[src/rtl/serial_alu_seq.sv]
// Bit-serial word ALU sequencer: streams a WIDTH-bit command LSB first through
// a 1-bit ALU slice, chaining the carry through a flip-flop.

module serial_alu_seq #(
    parameter int WIDTH = 8
) (
    input  logic             clk,
    input  logic             reset,
    input  logic             start,
    input  logic [1:0]       op,
    input  logic [WIDTH-1:0] a,
    input  logic [WIDTH-1:0] b,
    input  logic             cin,
    output logic             busy,
    output logic             done,
    output logic [WIDTH-1:0] result,
    output logic             cout
);

    // state | meaning
    // IDLE  | waiting for start; result/cout hold the last completed command
    // RUN   | one bit processed per clock, LSB first
    // DONE  | one-cycle done pulse, then back to IDLE

    localparam int CW = $clog2(WIDTH + 1);
    localparam logic [CW-1:0] LAST_BIT = CW'(WIDTH - 1);

    typedef enum logic [1:0] {
        IDLE = 2'd0,
        RUN  = 2'd1,
        DONE = 2'd2
    } state_t;

    state_t           state;
    logic [WIDTH-1:0] a_sh;
    logic [WIDTH-1:0] b_sh;
    logic [1:0]       op_q;
    logic             carry;
    logic [CW-1:0]    cnt;

    logic slice_y;
    logic slice_z;
    logic res_bit;
    logic carry_next;

    // Single-bit ALU slice fed from the operand shift registers and carry FF.
    always_comb begin
        slice_y = 1'b0;
        slice_z = 1'b0;
        case (op_q)
            2'b00: begin
                slice_y = a_sh[0] ^ b_sh[0] ^ carry;
                slice_z = (a_sh[0] & b_sh[0]) | (a_sh[0] & carry) | (b_sh[0] & carry);
            end
            2'b01: slice_y = a_sh[0] & b_sh[0];
            2'b10: slice_y = ~a_sh[0];
            default: slice_z = a_sh[0] ^ b_sh[0];
        endcase
        res_bit    = (op_q == 2'b11) ? slice_z : slice_y;
        carry_next = (op_q == 2'b00) ? slice_z : 1'b0;
    end

    always_ff @(posedge clk or posedge reset) begin
        if (reset) begin
            state  <= IDLE;
            a_sh   <= '0;
            b_sh   <= '0;
            op_q   <= 2'b00;
            carry  <= 1'b0;
            cnt    <= '0;
            busy   <= 1'b0;
            done   <= 1'b0;
            result <= '0;
            cout   <= 1'b0;
        end else begin
            case (state)
                IDLE: begin
                    done <= 1'b0;
                    if (start) begin
                        a_sh  <= a;
                        b_sh  <= b;
                        carry <= cin;
                        op_q  <= op;
                        cnt   <= '0;
                        busy  <= 1'b1;
                        state <= RUN;
                    end
                end
                RUN: begin
                    result <= {res_bit, result[WIDTH-1:1]};
                    a_sh   <= a_sh >> 1;
                    b_sh   <= b_sh >> 1;
                    carry  <= carry_next;
                    cnt    <= cnt + CW'(1);
                    if (cnt == LAST_BIT) begin
                        cout  <= carry_next;
                        busy  <= 1'b0;
                        done  <= 1'b1;
                        state <= DONE;
                    end
                end
                DONE: begin
                    done  <= 1'b0;
                    state <= IDLE;
                end
                default: begin
                    busy  <= 1'b0;
                    done  <= 1'b0;
                    state <= IDLE;
                end
            endcase
        end
    end

endmodule

[config.mk]
export PLATFORM = sky130hd
export DESIGN_NAME = serial_alu_seq
export DESIGN_NICKNAME = d
export VERILOG_FILES = /design/src/rtl/serial_alu_seq.sv
export SDC_FILE = /design/constraint.sdc
export NUM_CORES = 1
export LEC_CHECK = 0
export ABC_AREA = 1
export CAP_MARGIN = 20
export CORE_MARGIN = 2
export CORE_UTILIZATION = 50
export DETAILED_ROUTE_END_ITERATION = 8
export PLACE_DENSITY = 0.78
export SYNTH_ARGS = -nofsm -noshare
export SYNTH_HDL_FRONTEND = slang
export SYNTH_SLANG_ARGS = --single-unit
[constraint.sdc]
create_clock -name clk -period 1.69 [get_ports clk]
set_input_delay 0.169 -clock clk [delete_from_list [all_inputs] [get_ports clk]]
set_output_delay 0.169 -clock clk [all_outputs]
set_load 0.02 [all_outputs]
* Yosys cells after proc, flatten, opt, wreduce, memory -nomap -nowiden *
Index checks and enable logic that the tools add are counted.

storage, ports and cells
  bits in registers = 36
  output and inout port bits = 11
  bits of input ports = 22
  word-level logic and storage cells = 57

cells by class
  equality and inequality tests = 8
  bitwise operators = 9
  mux-type cells = 20
  add/sub/neg operators = 1
  reduce and logical (&&, ||, !) cells = 9

operators by type and width
  operator             number
  $pmux 8 s2           2
  $mux 8               2
  $pmux 4 s2           1
  $reduce_and 2->1     4
  $mux 1               7
  $eq 2x2->1 const B   3
  $pmux 1 s3           2
  $add 4x1->4 const B  1
  $eq 2x1->1 const B   2
  $eq 4x3->1 const B   1
  $logic_not 2->1      2
  $mux 2               2
  $mux 4               1
  $ne 2x2->1 const B   2
  $pmux 1 s2           2
  $pmux 2 s2           1
  $and 1x1->1          3
  $reduce_and 3->1     1
  $not 1->1            2
  $or 1x1->1           2
  $reduce_bool 2->1    1
  $reduce_or 2->1      1
  $xor 1x1->1          2

* Depth between registers and ports, before layout *
  word-level depth = 6
  gate-level depth with buffers = 8
  gate-level depth less buffers = 6

* Worst setup path before layout *
OpenSTA, ideal clock, no wires.

  path type = reg2reg
  start point = register a_sh[0]
  end point = register result[7]
  slack = 0.475 ns
  data arrival time = 1.098 ns
  cell stages (with the launch flop) = 6
  required time = 1.573 ns
  path through = dfrtp_1 > fa_1 > nand2_1 > nand3_1 > nor2_1 > nor2_1

on the way
  word-level cells in the longest chain between the ends = 5
  elaborated cells between the ends (all ways) = 10
  those cells by class = mux (3); bitwise (7)

ends and longest elaborated chain
  element                         line    source
  start, declared                 35      logic [WIDTH-1:0] a_sh;
  start signal, assigned          91      a_sh <= a_sh >> 1;
  $and 1x1->1 (on tied branches)  53, 55
  $or 1x1->1 (2 in a row)         53      slice_z = (a_sh[0] & b_sh[0]) | (a_sh[0] & carry) | (b_sh[0] & carry);
  $pmux 1 s2                      50      case (op_q)
  $mux 1 *                        59      res_bit = (op_q == 2'b11) ? slice_z : slice_y;
  end signal, assigned            90      result <= {res_bit, result[WIDTH-1:1]};
  end, declared                   16      output logic [WIDTH-1:0] result,

Every way passes the cells marked *; elsewhere a longest branch is shown, timed or not.
A chain may end at the register's enable or synchronous reset.

* Worst setup path in the final report *
  start point = register result[6]
  end point = output port result[6]

No word-level cell between the ends.

==> reports/qor.txt <==
TIMING
----------------------------------------------------------------------------------------
Fin. Hold Viols                                                                        0
Rel. slew slack                                                                    70.0%
Setup repair after global routing missed its margin                                false
Final number of setup-violating endpoints                                              0
Final count of pins violating max slew                                                 0
Min Tclk post-route                                                              1.50 ns
Fraction of the cycle the final worst path needs                                   88.7%
Clock Skews                                                                   0.00254 ns
Total negative slack for setup checks                                               0 ns
Tightest Pin Transition                                                         0.450 ns
Final worst hold slack                                                          0.239 ns
Maximum clock frequency                                                          667 MHz

SYNTHESIS
----------------------------------------------------------------------------------------
Top cells by count, synth                                                   sky130_fd_sc_hd__nand2_1 (90), sky130_fd_sc_hd__dfrtp_1 (36), sky130_fd_sc_hd__nor2_1 (19)
Yosys cell types                                                                      20
Cell taking the most area after synthesis                                   sky130_fd_sc_hd__dfrtp_1
Top area cells in the synthesized netlist                                   sky130_fd_sc_hd__dfrtp_1 (55%), sky130_fd_sc_hd__nand2_1 (21%), sky130_fd_sc_hd__nor2_1 (4.4%), sky130_fd_sc_hd__o21ai_0 (2.8%), sky130_fd_sc_hd__inv_1 (2.3%)
Fraction of registers with async set/reset                                          100%
Synth Warn #                                                                           0
Count of flip-flops with a built-in enable after synthesis                             0
Number of synthesized register bits                                                   36
Yosys top cell area share                                                          55.0%
Most used flip-flop cell after synthesis                                    sky130_fd_sc_hd__dfrtp_1
Share of synthesized area occupied by flip-flops and latches                       55.0%
Most frequently used cell type in the post-synthesis netlist                sky130_fd_sc_hd__nand2_1
Average footprint of a synthesized cell                                         8.31 µm²
Cell area after technology mapping                                              1640 µm²
Mapped Nets                                                                          222
Synth Instances                                                                      197

DRT
----------------------------------------------------------------------------------------
Routed wire length                                                               3.20 mm
Final ANT Viol Nets                                                                    0
Count of vias placed by the detailed router                                         1352
Number of DRC violations after detailed routing                                        0
Post-detailed-route wirelength per cell                                          11.4 µm
Number of search-and-repair iterations in the first detailed-routing pass              4
Vias per cell                                                                       4.83
Count of routing violations after the opening detailed-route iteration                62

DIE
----------------------------------------------------------------------------------------
Count of boundary I/O pins                                                            33
Placeable Area                                                                  3080 µm²
Standard-cell row count                                                               20
Floorplan die width                                                              61.2 µm
Die span in y                                                                    61.2 µm
Die footprint                                                                   3750 µm²
Initial Utilization                                                                53.2%

JOB
----------------------------------------------------------------------------------------
Max Cap Viol                                                                           0

CTS
----------------------------------------------------------------------------------------
Resized cells post-CTS                                                                 0
Total of hold buffers inserted after clock tree synthesis                              0
Clock buffers created by TritonCTS                                                     5
CTS tree                                                                             yes
Setup repair bufs after CTS                                                            0
Deepest clock path buffer count                                                        2
# H-tree levels                                                                        2
Master cell of the clock root buffer                                        sky130_fd_sc_hd__clkbuf_4
Latest clock arrival within the worst-skew pair                                  0.34 ns
CTS sink count                                                                        36
Register clock-pin slew on the reported worst setup and hold paths               0.10 ns

SETUP PATH
----------------------------------------------------------------------------------------
Startpoint of the worst-slack reg-to-reg timing path                             a_sh[0]
Critical Path Fanout Max                                                               3
Cell family contributing the most delay on the critical path                buffers and inverters
Crit path buffers/inverters                                                            1
Worst Path Required                                                              1.52 ns
Data arrival time of the critical path                                           1.33 ns
Path depth of the worst reg2reg path                                                   5
List of cells traversed by the critical path                                clkdlybuf4s50_1
End of the worst register-to-register path                                     result[7]
Critical path capture point type                                            primary output
Slack of the worst reg-to-reg path                                               0.38 ns
Category of the most critical setup path                                    register to primary output
Element type at the critical path start                                         register
Worst path max stage delay                                                       0.61 ns
Critical Path Slowest Stage Cell                                            sky130_fd_sc_hd__clkdlybuf4s50_1

OUTCOME
----------------------------------------------------------------------------------------
Result of the run                                                              completed

PLACED DESIGN
----------------------------------------------------------------------------------------
Number of buffers added on ports                                                      32
Placed wire-length estimate after detailed placement                             2.26 mm
Cells after DPL                                                                      272
Final GP Congestion                                                                0.764

PWR
----------------------------------------------------------------------------------------
Switching share of power                                                           40.5%
Relative contribution of the clock network to total power                          13.4%
Proportion of power drawn by combinational gates                                   44.4%
Pwr dens                                                                     1760 nW/µm²
IR drop worst, VDD                                                                769 µV
Sequential fraction of design power                                                42.2%
Switching power                                                                  1460 µW
Internal Dissipation                                                             2140 µW
Leakage power figure                                                          0.00104 µW

FINISH
----------------------------------------------------------------------------------------
Ant diodes                                                                             0
Share of final-layout standard cells stronger than drive strength 1                7.20%
Final core utilization                                                             66.5%
Number of nets in the layout                                                         260
Area used by multi-input combinational logic                                     623 µm²
Sequential cell area in the final layout                                         901 µm²
Filler cells                                                                         285
Layout Cells excl Fill                                                               280
Layout Area Growth over Synthesis                                                  25.1%

GLOBAL ROUTING
----------------------------------------------------------------------------------------
Initial antenna violation count                                                        0
GR Util All Layers                                                                 20.2%
Maximum number of pins on one net before global-route repair                          37
Total gr overflow                                                                      0
Global-route wire length before repair                                           5.44 mm
Number of global-route vias before repair                                           1216

WORST HOLD PATH
----------------------------------------------------------------------------------------
Hold Path Class                                                             input pin to asynchronous set/reset pin

## cell type report
| class | instances | area share, % |
|---|---|---|
| Tap cell | 44 | 2.69 |
| Sequential cell | 36 | 44.0 |
| Clock buffer | 8 | 2.87 |
| Inverter | 12 | 2.20 |
| Timing Repair Buffer | 38 | 17.8 |
| Multi-Input combinational cell | 142 | 30.4 |
## tightest hold or removal path: stages
cell	delay, ns
sky130_fd_sc_hd__clkdlybuf4s50_1	0.40
sky130_fd_sc_hd__inv_1	0.06
sky130_fd_sc_hd__buf_4	0.39
## stage by stage
stage | worst slack (ns) | instance area [µm²] | power, µW
detailed placement | 0.391 | 1990 | 3160
finish | 0.191 | 2050 | 3610
global route | 0.108 | 2050 | 3970
CTS | 0.160 | 2050 | 3650
global placement | 0.417 | 1990 | 3090
floorplan | 0.475 | 1640 | 2670
## power groups by stage
| stage | Sequential (µW) | Clock (µW) | Combinational (µW) |
|---|---|---|---|
| after floorplan | 1610 | 0 | 1060 |
| after global placement | 1530 | 0 | 1560 |
| after detailed placement | 1540 | 0 | 1630 |
| after CTS | 1530 | 497 | 1620 |
| after global routing | 1570 | 532 | 1870 |
| final | 1520 | 484 | 1600 |
## cells in the final DEF, fill, tap and decap left out, types with 3 or more instances in the layout
cell type | netlist | layout
sky130_fd_sc_hd__nand2_1 | 90 | 90
sky130_fd_sc_hd__dfrtp_1 | 36 | 36
sky130_fd_sc_hd__clkdlybuf4s50_1 | 0 | 32
sky130_fd_sc_hd__nor2_1 | 19 | 19
sky130_fd_sc_hd__inv_1 | 10 | 10
sky130_fd_sc_hd__o21ai_0 | 9 | 9
sky130_fd_sc_hd__nand3_1 | 6 | 6
sky130_fd_sc_hd__buf_4 | 3 | 6
sky130_fd_sc_hd__o22ai_1 | 5 | 5
sky130_fd_sc_hd__clkbuf_4 | 0 | 5
sky130_fd_sc_hd__nand2_2 | 3 | 3
## worst max-delay path by stage
stage	start	end	slack, ns	cells after the start
floorplan	a_sh[0]	result[7]	0.47	5
global placement	start	a_sh[3]	0.42	6
detailed placement	a_sh[0]	result[7]	0.39	5
CTS	result[6]	result[6]	0.16	1
global route	result[6]	result[6]	0.11	1
finish	result[6]	result[6]	0.19	1
## sequential cells by signal, indices dropped and copies added, names as in the netlist
signal and count:
cout 1, b_sh 8, busy 1, a_sh 8, done 1, carry 1, cnt 4, state 2
op_q 2, result 8
## routing by layer
metal | share of wire (%) | track usage [%]
met1 | 45 | 25.6
met2 | 49 | 32.5
met3 | 4.6 | 5.67
met4 | 1.2 | 8.70
met5 | 0 | 0
## kinds of logic (layout without fill, tap and decap cells)
logic type / count (synthesis) / count (layout) / synth area share [%]
AOI/OAI and AO/OA: 18 / 18 / 5.88
adders and majority gates: 3 / 3 / 2.75
buffers and inverters: 19 / 58 / 6.95
and+or+nand+nor: 120 / 120 / 28.9
DFF: 36 / 36 / 55.0
xor gates and xnor gates: 1 / 1 / 0.535
Power figures use the tool's default switching activity.
